==> src/rtl/hp_au_cmd_issuer.sv <==
// Command front-end for the combinational HP-AU: issues one operation, waits a settle
// cycle, then holds the captured result on a valid/ready response channel.
module hp_au_cmd_issuer #(
    parameter int WIDTH = 4,
    parameter int CNT_W = 8
) (
    input  logic             clk,
    input  logic             rst,
    input  logic             cmd_valid,
    output logic             cmd_ready,
    input  logic [2:0]       cmd_sel,
    input  logic [WIDTH-1:0] cmd_a,
    input  logic [WIDTH-1:0] cmd_b,
    input  logic             cmd_chain,
    output logic [WIDTH-1:0] au_a,
    output logic [WIDTH-1:0] au_b,
    output logic [2:0]       au_sel,
    input  logic [WIDTH-1:0] au_result,
    output logic             rsp_valid,
    input  logic             rsp_ready,
    output logic [WIDTH-1:0] rsp_data,
    output logic [2:0]       rsp_sel,
    output logic             busy,
    output logic [CNT_W-1:0] op_count
);

    typedef enum logic [1:0] {
        IDLE = 2'd0,
        EXEC = 2'd1,
        RESP = 2'd2
    } state_t;

    state_t           state_q, state_d;
    logic [WIDTH-1:0] au_a_q, au_a_d;
    logic [WIDTH-1:0] au_b_q, au_b_d;
    logic [2:0]       au_sel_q, au_sel_d;
    logic [WIDTH-1:0] rsp_data_q, rsp_data_d;
    logic [2:0]       rsp_sel_q, rsp_sel_d;
    logic [WIDTH-1:0] acc_q, acc_d;
    logic [CNT_W-1:0] op_count_q, op_count_d;

    always_ff @(posedge clk) begin
        if (rst) begin
            state_q    <= IDLE;
            au_a_q     <= '0;
            au_b_q     <= '0;
            au_sel_q   <= '0;
            rsp_data_q <= '0;
            rsp_sel_q  <= '0;
            acc_q      <= '0;
            op_count_q <= '0;
        end else begin
            state_q    <= state_d;
            au_a_q     <= au_a_d;
            au_b_q     <= au_b_d;
            au_sel_q   <= au_sel_d;
            rsp_data_q <= rsp_data_d;
            rsp_sel_q  <= rsp_sel_d;
            acc_q      <= acc_d;
            op_count_q <= op_count_d;
        end
    end

    always_comb begin
        state_d    = state_q;
        au_a_d     = au_a_q;
        au_b_d     = au_b_q;
        au_sel_d   = au_sel_q;
        rsp_data_d = rsp_data_q;
        rsp_sel_d  = rsp_sel_q;
        acc_d      = acc_q;
        op_count_d = op_count_q;
        case (state_q)
            IDLE: begin
                if (cmd_valid) begin
                    au_a_d   = cmd_chain ? acc_q : cmd_a;
                    au_b_d   = cmd_b;
                    au_sel_d = cmd_sel;
                    state_d  = EXEC;
                end
            end
            EXEC: begin
                // The AU has had a full cycle to settle on the registered operands.
                rsp_data_d = au_result;
                rsp_sel_d  = au_sel_q;
                acc_d      = au_result;
                op_count_d = op_count_q + CNT_W'(1);
                state_d    = RESP;
            end
            RESP: begin
                if (rsp_ready) begin
                    state_d = IDLE;
                end
            end
            default: state_d = IDLE;
        endcase
    end

    assign cmd_ready = (state_q == IDLE);
    assign rsp_valid = (state_q == RESP);
    assign busy      = (state_q != IDLE);
    assign au_a      = au_a_q;
    assign au_b      = au_b_q;
    assign au_sel    = au_sel_q;
    assign rsp_data  = rsp_data_q;
    assign rsp_sel   = rsp_sel_q;
    assign op_count  = op_count_q;

endmodule

==> config.mk <==
export PLATFORM = sky130hd
export DESIGN_NAME = hp_au_cmd_issuer
export DESIGN_NICKNAME = d
export VERILOG_FILES = /design/src/rtl/hp_au_cmd_issuer.sv
export SDC_FILE = /design/constraint.sdc
export NUM_CORES = 1
export LEC_CHECK = 0
export ABC_AREA = 1
export CORE_MARGIN = 5
export CORE_UTILIZATION = 40
export DETAILED_ROUTE_END_ITERATION = 8
export GPL_TIMING_DRIVEN = 0
export PLACE_DENSITY = 0.76
export SYNTH_ARGS = -nofsm -noshare
export SYNTH_HDL_FRONTEND = slang
export SYNTH_SLANG_ARGS = --single-unit
export TNS_END_PERCENT = 10
==> constraint.sdc <==
create_clock -name clk -period 1.79 [get_ports clk]
set_input_delay 0.358 -clock clk [delete_from_list [all_inputs] [get_ports clk]]
set_output_delay 0.358 -clock clk [all_outputs]
set_load 0.005 [all_outputs]
==> results.txt <==
----------------------------------------------------
[Power and ir drop]
  Worst IR Drop VDD ... 0.550 mV
  Cell internal power dissipation ... 880 µW
  Relative contribution of combinational cells to total power ... 20.4%
  Ratio of total power to cell area ... 697 nW/µm²
  Proportion of power drawn by the clock network ... 20.9%
  Sequential Power Share ... 58.7%
  Leakage power of the design ... 0.000687 µW
  Switching portion of total power ... 24.7%
  Net Sw Power ... 288 µW

[Worst setup path]
  CP Data Arrival Time ... 1.38 ns
  Cell family with most CP delay ... buffers and inverters
  Register-to-register setup slack ... 0.46 ns
  Sort of element at the start of the critical path ... flop
  Crit. End Element ... output port
  Worst R2R Start ... op_count[0]
  Delay of the slowest cell on the worst path ... 0.54 ns
  Largest fanout on the critical path ... 3
  Setup CP Type ... reg -> out
  Logic depth of the worst register-to-register path ... 6
  Depth of the critical timing path with buffers and inverters included ... 2
  WP data required ... 1.43 ns
  Chain of cells forming the critical path ... nor2_2 > clkdlybuf4s50_1
  Worst setup path end ... cmd_ready
  Beginning of the critical path ... state_q[1]
  Reg2Reg Capture Point ... op_count[4]
  Critical Path Slowest Stage Cell ... clkdlybuf4s50_1
  Worst path bufs/invs ... 1

[Yosys]
  Combined area of all synthesized cells ... 1140 µm²
  Mean area per synthesized cell ... 7.10 µm²
  Sequential-to-total area share from yosys stat ... 49.1%
  Number of synthesized register bits ... 28
  Fraction of post-synthesis cell area in the top cell type by area ... 49.1%
  Area leader, netlist ... dfxtp_1
  Synth Warn # ... 0
  Net count after synthesis ... 182
  Most area-consuming cells after synthesis ... dfxtp_1, nor2_1, nand2_1
  Count of distinct cell types in the synthesized netlist ... 17
  Post-synthesis cell count ... 161

[STA]
  Final Setup Violations ... 0
  Final period util ... 97.0%
  Highest attainable clock frequency ... 576 MHz
  Post-layout min period ... 1.74 ns
  Setup repair after global routing missed its margin ... true
  Worst-case clock skew ... 0.00365 ns
  Max-slew violation count ... 0
  Worst Setup Slack, final ... 0.0528 ns
  Worst relative slew slack ... 74.2%
  Least-Margin Pin Slew ... 0.384 ns
  Hold Vio Cnt, Final ... 0
  Final-layout setup total negative slack ... 0 ns

[Placement]
  Worst slack, placed ... 0.324 ns
  GP Congestion ... 0.835
  Total of buffers placed on input and output ports ... 47
  Cell Count Post-Placement ... 239
  Total half-perimeter wirelength after legalization and detailed placement ... 2270 µm

[CTS]
  Clock Sinks ... 28
  Cell at the root of the clock tree ... clkbuf_4
  Worst skew pair latency ... 0.31 ns
  Buffer levels on the longest clock path ... 2
  H-tree depth ... 1
  TritonCTS clock tree ... done
  Clock-pin slew on the worst setup and hold paths ... 0.14 ns
  Number of buffers added for setup after CTS ... 0
  TritonCTS Buffers ... 3

[Worst hold path]
  Tightest Hold Check Type ... in -> reg

[Floorplanning]
  Height of the chip ... 63.4 µm
  Initial core utilization ... 41.4%
  Placeable core region ... 2760 µm²
  Number of I/O pins ... 49
  Die X ... 63.4 µm
  Number of cell rows ... 19
  DIE AREA ... 4020 µm²

[Detailed routing]
  Detailed Routing Iterations Pass 1 ... 4
  Per-cell via count in the routed design ... 4.68
  Average wire per standard cell ... 11.7 µm
  Count of antenna-violating nets left after detailed routing ... 0
  Violation count after the first detailed-routing iteration ... 34
  Residual DRC ... 0
  Final Routed Wirelength ... 2820 µm
  Overall via count from detail_route ... 1133

[Cells and area]
  Leading cell types in the layout, fill and taps excluded ... clkdlybuf4s50_1, nor2_1, nand2_1, dfxtp_1, o21ai_0
  Net count reported at finish ... 234
  Ant. Diodes ... 0
  Area grow syn2layout ... 46.7%
  Layout Cells excl Fill ... 242
  Fraction of layout instances using a drive strength above 1 ... 7.58%
  Most common library cell in the layout ignoring fill and taps ... clkdlybuf4s50_1

[Global routing]
  Pin count of the biggest net entering global routing ... 15
  GRT Util Overall ... 15.4%
  Initial antenna violation count ... 0
  Global-route wire length before repair ... 5120 µm
  Total global routing overflow ... 0
  Number of global-route vias before repair ... 1215

[Run]
  # Max-Cap Violations ... 0

[Status]
  Outcome ... finished clean

----------------------------------------------------
-- synth_stat cells --
master    instances
o21bai_1          1
nor2_1           45
a21oi_1           7
nor3_1            1
buf_6             1
o21ai_0          20
nand3b_1          1
buf_4             2
dfxtp_1          28
nand2_1          30
nand2_2           1
buf_2             4
inv_2             1
nor2_2            2
nand3_1           3
inv_1            13
ha_1              1
-- cell families (layout without fill, tap and decap cells) --
family / Yosys count / count (layout) / share of synthesized area [%]
buf+inv: 21 / 71 / 8.65
fa+ha+maj: 1 / 1 / 1.10
flops: 28 / 28 / 49.1
simple gates: 83 / 83 / 28.7
compound gates: 28 / 28 / 12.5
-- worst min path at each step --
| stage | startpoint | end | slack (ns) | cells past startpoint |
|---|---|---|---|---|
| 2_1_floorplan | au_a[0] | au_a[0] | 0.46 | 2 |
| 3_3_place_gp | au_a[0] | au_a[0] | 0.45 | 2 |
| 3_5_place_dp | au_a[0] | au_a[0] | 0.46 | 2 |
| 4_1_cts | rst | au_a[1] | 0.28 | 2 |
| 5_1_grt | rst | state_q[0] | 0.28 | 2 |
| 6_report | rst | state_q[0] | 0.28 | 2 |
-- cell type report --
cell class / instances / area [µm²]
multi-input combinational: 112 / 483
clock buffer: 3 / 22.5
buffer: 7 / 46.3
timing repair buffer: 47 / 469
fill: 271 / 1080
inverter: 14 / 52.6
sequential: 28 / 563
tap: 31 / 38.8
-- registers in the layout, summed over array words and instances (netlist names) --
signal	count
acc_q	4
au_a	4
au_b	4
au_sel	3
op_count	8
rsp_sel	3
state_q	2
-- metal layers --
metal	vias up	wire, µm	GRT usage (%)
met2	26	1460	26.9
li1	602	-	-
met1	503	1150	17.1
met3	2	196	5.86
met5	-	0	0
met4	0	13	4.94
-- power groups by stage --
| stage | sequential, µW | combinational, µW | clock [µW] |
|---|---|---|---|
| floorplan | 700 | 96.0 | 0 |
| global placement | 697 | 235 | 0 |
| detailed placement | 699 | 243 | 0 |
| CTS | 686 | 242 | 257 |
| global route | 693 | 265 | 281 |
| finish | 686 | 238 | 244 |
-- through the flow --
step           utilization [%]  total power (µW)  hold WS, ns  area, µm²
3_5_place_dp              59.9               942        0.463       1650
5_1_grt                   60.8              1240        0.283       1680
2_1_floorplan                -               796        0.460       1140
4_1_cts                   60.7              1190        0.277       1670
3_3_place_gp              59.9               932        0.452       1650
6_report                  60.8              1170        0.284       1680
-- timing repair --
| action | CTS | global route |
|---|---|---|
| gates resized for setup | 2 | 1 |
| hold buffers | 0 | 0 |
| endpoints found under the setup margin | 1 | 2 |
| cloned | 0 | 0 |
Power figures use the tool's default switching activity.
